===== src/rtl/imem_loadable.sv =====
// Loadable LEGv8 instruction memory: registered one-cycle fetch port plus a
// byte-serial, little-endian boot-load port writing a contiguous block of words.
module imem_loadable #(
  parameter int SIZE   = 32,
  parameter int ADDR_W = 6
) (
  input  logic              clk,
  input  logic              reset,
  input  logic [ADDR_W-1:0] addr,
  input  logic              rd_en,
  output logic [SIZE-1:0]   q,
  output logic              q_valid,
  input  logic              ld_start,
  input  logic [ADDR_W-1:0] ld_base,
  input  logic [ADDR_W:0]   ld_count,
  input  logic [7:0]        ld_byte,
  input  logic              ld_byte_valid,
  output logic              ld_byte_ready,
  output logic              ld_busy,
  output logic              ld_done
);

  localparam int DEPTH = 1 << ADDR_W;
  localparam int NB    = SIZE / 8;
  localparam int IDX_W = (NB > 1) ? $clog2(NB) : 1;

  localparam logic [0:0] IDLE = 1'b0;
  localparam logic [0:0] LOAD = 1'b1;

  // Array starts zeroed from the configuration image; reset never touches it.
  logic [SIZE-1:0]   mem_r [DEPTH] = '{default: '0};

  logic [0:0]        state_r;
  logic [ADDR_W-1:0] wr_addr_r;
  logic [ADDR_W:0]   words_left_r;
  logic [IDX_W-1:0]  byte_idx_r;
  logic [SIZE-1:0]   word_buf_r;
  logic [SIZE-1:0]   q_r;
  logic              q_valid_r;
  logic              ld_done_r;

  logic              byte_acc_s;
  logic              last_byte_s;
  logic              last_word_s;
  logic              fetch_s;
  logic              start_s;
  logic              zero_start_s;
  logic [SIZE-1:0]   word_next_s;

  assign byte_acc_s   = (state_r == LOAD) && ld_byte_valid;
  assign last_byte_s  = byte_acc_s && (byte_idx_r == IDX_W'(NB - 1));
  assign last_word_s  = last_byte_s && (words_left_r == (ADDR_W + 1)'(1));
  assign fetch_s      = rd_en && (state_r == IDLE);
  assign start_s      = ld_start && (state_r == IDLE);
  assign zero_start_s = start_s && (ld_count == (ADDR_W + 1)'(0));

  // Merge the incoming byte into its little-endian lane of the word being built.
  always_comb begin
    word_next_s = word_buf_r;
    if (byte_acc_s) begin
      word_next_s[8*byte_idx_r +: 8] = ld_byte;
    end else begin
      word_next_s = word_buf_r;
    end
  end

  // Load sequencer: IDLE/LOAD control, write pointer, remaining-word count, byte lane.
  always_ff @(posedge clk or posedge reset) begin
    if (reset) begin
      state_r      <= IDLE;
      wr_addr_r    <= ADDR_W'(0);
      words_left_r <= (ADDR_W + 1)'(0);
      byte_idx_r   <= IDX_W'(0);
      word_buf_r   <= SIZE'(0);
      ld_done_r    <= 1'b0;
    end else begin
      ld_done_r <= zero_start_s | last_word_s;
      case (state_r)
        IDLE: begin
          if (start_s && !zero_start_s) begin
            state_r      <= LOAD;
            wr_addr_r    <= ld_base;
            words_left_r <= ld_count;
            byte_idx_r   <= IDX_W'(0);
          end else begin
            state_r <= IDLE;
          end
        end
        LOAD: begin
          if (byte_acc_s) begin
            word_buf_r <= word_next_s;
            if (last_byte_s) begin
              byte_idx_r   <= IDX_W'(0);
              wr_addr_r    <= wr_addr_r + ADDR_W'(1);
              words_left_r <= words_left_r - (ADDR_W + 1)'(1);
              state_r      <= last_word_s ? IDLE : LOAD;
            end else begin
              byte_idx_r <= byte_idx_r + IDX_W'(1);
            end
          end
        end
        default: state_r <= IDLE;
      endcase
    end
  end

  // Word write on the final byte; the pointer wraps naturally at the array end.
  always_ff @(posedge clk) begin
    if (last_byte_s) begin
      mem_r[wr_addr_r] <= word_next_s;
    end
  end

  // Fetch port: only served while idle, q holds its value otherwise.
  always_ff @(posedge clk or posedge reset) begin
    if (reset) begin
      q_r       <= SIZE'(0);
      q_valid_r <= 1'b0;
    end else begin
      q_valid_r <= fetch_s;
      if (fetch_s) begin
        q_r <= mem_r[addr];
      end
    end
  end

  assign q             = q_r;
  assign q_valid       = q_valid_r;
  assign ld_busy       = (state_r == LOAD);
  assign ld_byte_ready = (state_r == LOAD);
  assign ld_done       = ld_done_r;

endmodule


===== config.mk =====
export PLATFORM = sky130hd
export DESIGN_NAME = imem_loadable
export DESIGN_NICKNAME = d
export VERILOG_FILES = /design/src/rtl/imem_loadable.sv
export SDC_FILE = /design/constraint.sdc
export NUM_CORES = 2
export LEC_CHECK = 0
export CAP_MARGIN = 20
export CORE_ASPECT_RATIO = 1.25
export CORE_MARGIN = 3
export CORE_UTILIZATION = 27
export CTS_BUF_LIST = sky130_fd_sc_hd__clkbuf_8
export DETAILED_ROUTE_END_ITERATION = 10
export SKIP_CTS_REPAIR_TIMING = 1
export SLEW_MARGIN = 0
export SYNTH_ARGS = -nofsm -noshare
export SYNTH_HDL_FRONTEND = slang
export SYNTH_SLANG_ARGS = --single-unit

===== constraint.sdc =====
create_clock -name clk -period 5.3 [get_ports clk]
set_input_delay 0.795 -clock clk [delete_from_list [all_inputs] [get_ports clk]]
set_output_delay 0.795 -clock clk [all_outputs]
set_load 0.05 [all_outputs]

== Word-level counts from Yosys, hierarchy flattened ==
Memory sizes are Yosys's and may differ from the RTL's. A register that Yosys moved wholly into a read port is not among the register bits.
Index checks and enable logic that the tools add are counted.

* Register bits: 50
* Memory bits (writable): 2048
* Input port bits: 32
* Output and inout port bits: 36
* Logic and storage cells: 54
* Memories: 1

* $add $sub $neg: 4
* Eq/ne operators: 5
* Shifts and indexed selects: 2
* Multiplexer cells: 21
* Bitwise gates (word level): 2
* Reduce and logical (&&, ||, !) cells: 12

{| class="wikitable"
|+ Memories
! name !! words !! width !! rd ports !! clocked after memory_dff !! wr ports !! RTL line !! source
|-
| mem_r || 64 || 32 || 1 || 1 || 1 || 31 || <nowiki>logic [SIZE-1:0] mem_r [DEPTH] = '{default: '0};</nowiki>
|}

{| class="wikitable"
|+ Operator list
! operator !! count
|-
| 5-bit negator with 34-bit output || 1
|-
| 8-bit by 34-bit variable shift with 32-bit output (first input constant) || 1
|-
| 8-bit by 34-bit variable part select with 32-bit output || 1
|-
| 32-bit bitwise mux || 1
|-
| 32-bit two-way mux || 1
|-
| 7-bit two-way mux || 3
|-
| 6-bit two-way mux || 3
|-
| 7-bit case mux with 2 select lines || 1
|-
| 6-bit case mux with 2 select lines || 1
|-
| 7-bit by 1-bit == test with 1-bit output (second input constant) || 1
|-
| 1-bit logical AND || 7
|-
| 7-bit logical NOT || 1
|-
| 7-bit by 1-bit subtractor with 7-bit output (second input constant) || 1
|-
| 6-bit by 1-bit adder with 6-bit output (second input constant) || 1
|-
| 1-bit two-way mux || 6
|-
| 2-bit two-way mux || 3
|-
| 2-bit by 1-bit != test with 1-bit output (second input constant) || 3
|-
| 2-bit case mux with 2 select lines || 1
|-
| 2-bit AND reduction || 2
|-
| 3-bit AND reduction || 1
|-
| 2-bit by 1-bit adder with 2-bit output (second input constant) || 1
|-
| 2-bit == test (second input constant) || 1
|-
| 1-bit case mux with 2 select lines || 1
|-
| 1-bit logical NOT || 1
|-
| other kinds (2) || 2
|}

== Logic depth before layout (Yosys ltp) ==
* Depth in word-level cells: 7
* Depth in mapped cells: 10

== Worst setup path after synthesis ==
No wires, ideal clock.

* Path kind: input -> register
* From: in ld_byte_valid
* To: mem mem_r[0][10] (data pin)
* Library setup time: 0.721 ns
* Arrival: 4.172 ns
* Data required time: 4.579 ns
* Slack: 0.407 ns
* Cell stages on the path: 4
* Path buffers: 2
* Path through: clkbuf_1 > nand3_1 > clkbuf_1 > o31ai_1

* Word-level cells in the longest chain between the ends: 2

{| class="wikitable"
|+ RTL lines
! what !! RTL line !! source
|-
| from (decl) || 17 || <nowiki>input logic ld_byte_valid,</nowiki>
|-
| 1-bit logical AND || 50 || <nowiki>assign byte_acc_s = (state_r == LOAD) && ld_byte_valid;</nowiki>
|-
| 32-bit two-way mux || 60 || <nowiki>if (byte_acc_s) begin</nowiki>
|-
| named net word_next_s[10] || 48 || <nowiki>logic [SIZE-1:0] word_next_s;</nowiki>
|-
| to (decl) || 31 ||
|}

The timed path passes the listed nets, and every way through them passes these cells.

== Worst setup path in the final report ==
* From: reg state_r, in the netlist ld_busy
* To: reg q_r[24], in the netlist q[24] (read register of mem_r)

* Word-level cells in the longest chain between the ends: 2

{| class="wikitable"
|+ RTL lines
! what !! RTL line !! source
|-
| from (decl) || 33 || <nowiki>logic [0:0] state_r;</nowiki>
|-
| from (signal assigned) || 96 || <nowiki>state_r <= last_word_s ? IDLE : LOAD;</nowiki>
|-
| 1-bit inverter || - ||
|-
| 1-bit logical AND || 53 || <nowiki>assign fetch_s = rd_en && (state_r == IDLE);</nowiki>
|-
| named net fetch_s || 45 || <nowiki>logic fetch_s;</nowiki>
|-
| to (decl) || 38 || <nowiki>logic [SIZE-1:0] q_r;</nowiki>
|}

The timed path passes the listed nets, and every way through them passes these cells.
A chain may end at the register's enable or synchronous reset.

==> impl_results.md <==
- # setup viols final: 0
- Placed insts: around 7,900
- Hold slack final: around 0.32 ns
- Flop and latch count out of synthesis: between 2,000 and 2,500
- First-pass GRT wire length: 312 mm
- Peak supply drop: 0.308 mV
- Crit share post-route: between 70% and 80%
- Critical path class: register to register
- Critical path launch point type: register
- Status: finished clean
- Iteration count of the initial detailed-routing pass: 5
- Area post-placement: between 0.08 and 0.09 sq mm
- Clk sinks: 2,130
- Final Slew Violations: 0
- Via/cell ratio: 4.83
- Async S/R FF share, synth: 3.85%
- Nets@finish: ~4,300
- Number of global-route vias before repair: around 42,000
- Least-Margin Pin Slew: approximately 1.1 ns
- Clk Tree Root Cell: clkbuf_8
- Yosys warnings: 0
- Total I/O pin count: 68
- Min Tclk post-route: approximately 3.8 ns
- Port Buffers: 67
- Die area: 0.309 sq mm
- DRC: 0
- Sequential share of the synthesized area: just under 80%
- Reg2Reg Depth: 10
- RSZ-0062 raised after global routing: no
- Final Skew: 0.0940 ns
- Total power: roughly 39 mW
- Largest net degree at the start of global routing: 97
- Dominant synthesized flop cell: edfxtp_1
- CTS tree: yes
- MaxCap Viol Count: 0
- Power per cell area: roughly 410 mW/mm^2
- Clock buffer depth: 4
- GR Overflow Total: 0
- Area of the multi-input gates: approximately 0.017 sq mm
- Post-synth cell types: 46
- FILL cells: between 20,000 and 30,000
- Mapped Area: 0.0816 sq mm
- CP max FO: 34
- Initial antenna violation count: 12
- Number of buffers created by CTS: ~320
- Design area: 0.0949 sq mm
- Worst-path clk slew: approximately 0.07 ns
- Max_slew headroom: 24.9%
- P_leak: 30.8 nW
- Slowest CP cell: a211oi_1
- Register Area: 0.0636 sq mm
- Cell Chain, Critical Path: inv_1, nand2_2, buf_4, inv_1, nand2_1, buf_16, buf_4, or3_1, a211oi_1, a221o_1
- EDFF count, synth: 2,048
- P&R area growth vs syn: 16.3%
- Final Hold Viols: 0
- Worst path max stage delay: around 0.80 ns
- Syn Area/Cell: between 20 and 25 sq um
- Initial Utilization: between 20% and 30%
- ANT nets after route: 0
- Pre-CTS setup slack: around 0.67 ns
- Layout cell share with drive strength beyond 1: 25.0%
- Final setup margin: ~1.5 ns
- Final TNS setup: 0 ns
- CP endpoint kind: register
- Post-Route WL: 217 mm
- Crit path required time: around 6 ns
- Total number of vias: slightly above 40,000
- Die Wd: around 500 um
- GRT Util Overall: 13.8%
- Final HPWL DP: approximately 130 mm
- Die H: between 600 and 700 um
- Highest clock rate: 262 MHz
- Post-synthesis net count: ~3,900
- Gpl congestion: 0.790
- Core Rows: between 200 and 250
- Final Core Density: about a third
- Clk_lat worst skew: 0.92 ns
- Initial DRC Count: 4,131
- Core Box Area: around 0.3 sq mm
- Crit path DAT: 4.67 ns
- H-Tree Depth: 5
- Synthesized instance count: just under 4,000
- DR WL/cell: 25.7 um
- Worst Hold Class: input pin to asynchronous set/reset pin
- Layout Cells excl Fill: around 8,500
==> synthesized netlist by cell type (11+ instances only) <==
cell / count / area [sq um]
o22ai_1: 65 / 407
nor2b_1: 37 / 231
nand3_1: 79 / 395
o21ai_0: 14 / 70.1
a22oi_1: 160 / 1200
a221o_1: 32 / 320
a21oi_1: 48 / 240
a211oi_1: 63 / 473
nor2_1: 77 / 289
buf_1: 17 / 63.8
buf_4: 19 / 143
inv_1: 11 / 41.3
clkbuf_1: 106 / 398
mux2i_1: 291 / 2910
a22o_1: 60 / 526
nand4_1: 33 / 206
dfrtp_1: 82 / 2050
buf_6: 16 / 180
or3_1: 34 / 213
mux4_2: 384 / 8650
edfxtp_1: 2048 / 61500
nand2_1: 56 / 210
buf_2: 80 / 400
==> placed cells by master (no fill, tap or decap), types with 32 or more instances in the layout <==
cell / Yosys / routed
clkinv_1: 0 / 61
a21oi_1: 48 / 48
buf_12: 0 / 44
nand4_1: 33 / 33
edfxtp_1: 2048 / 2048
clkbuf_8: 0 / 347
mux2i_1: 291 / 291
nor2b_1: 37 / 34
buf_4: 19 / 163
or3_1: 34 / 34
clkdlybuf4s50_1: 0 / 64
o22ai_1: 65 / 65
a211oi_1: 63 / 59
mux4_2: 384 / 384
nand3_1: 79 / 79
a22oi_1: 160 / 160
nor2_4: 1 / 67
inv_1: 11 / 117
a221o_1: 32 / 32
nand2_1: 56 / 54
dfrtp_1: 82 / 82
==> cells by family (layout without fill, tap and decap cells) <==
| kind of cell | Yosys count | count (layout) | synth area share [%] |
|---|---|---|---|
| AO/OA/AOI/OAI | 456 | 456 | 4.10 |
| adder cells (fa/ha/maj) | 8 | 8 | 0.123 |
| buffers and inverters | 249 | 856 | 1.50 |
| flip-flops | 2130 | 2130 | 77.9 |
| multiplexers | 676 | 676 | 14.2 |
| other | 0 | 10 | 0 |
| AND/OR/NAND/NOR | 348 | 348 | 2.18 |
==> critical path, delay by kind of cell, from the launching register on <==
| family | cells | cell delay [ns] |
|---|---|---|
| buf+inv | 5 | 1.35 |
| compound gates | 2 | 1.02 |
| simple gates | 3 | 0.91 |
| flops | 1 | 0.45 |
==> registers in the layout, summed over array words and instances (netlist names) <==
name,flops
word_buf_r,32
words_left_r,7
byte_idx_r,2
q,32
ld_busy,1
q_valid,1
mem_r,2048
wr_addr_r,6
ld_done,1
==> layout make-up <==
cell class / count / share of cell area (%)
sequential: 2130 / 67.0
clock inverter: 222 / 1.31
inverter: 11 / 0.0462
antenna: 10 / 0.0264
timing repair buffer: 277 / 3.01
clock buffer: 346 / 5.02
multi-input combinational: 1488 / 18.4
tap: 3972 / 5.24
==> where the power goes <==
| part | internal [mW] | total [mW] | switching (mW) |
|---|---|---|---|
| Clock | 6.53 | 12.8 | 6.23 |
| Sequential | 20.4 | 20.8 | 0.446 |
| Combinational | 1.40 | 5.43 | 4.03 |
| Total | 28.3 | 39.0 | 10.7 |
==> final timing paths <==
kind / startpoint / to / slack, ns
min in group clk: ld_start / ld_done / 0.49
min: reset / q[19] / 0.32
min reg2reg: word_buf_r[25] / word_buf_r[25] / 0.51
max: ld_busy / q[24] / 1.48
max in group asynchronous: reset / word_buf_r[28] / 3.93
max reg2reg: ld_busy / q[24] / 1.48
==> layer usage <==
metal	global-route usage, %	vias to the layer above	part of all wire (%)	wire length (um)
met4	4.34	10	3.0	6420
met2	24.0	1499	51	111000
li1	-	17032	-	-
met5	0	-	0.028	60
met3	2.50	343	6.4	13800
met1	17.3	21985	40	86300
No activity file was read; power rests on OpenSTA's default activity.
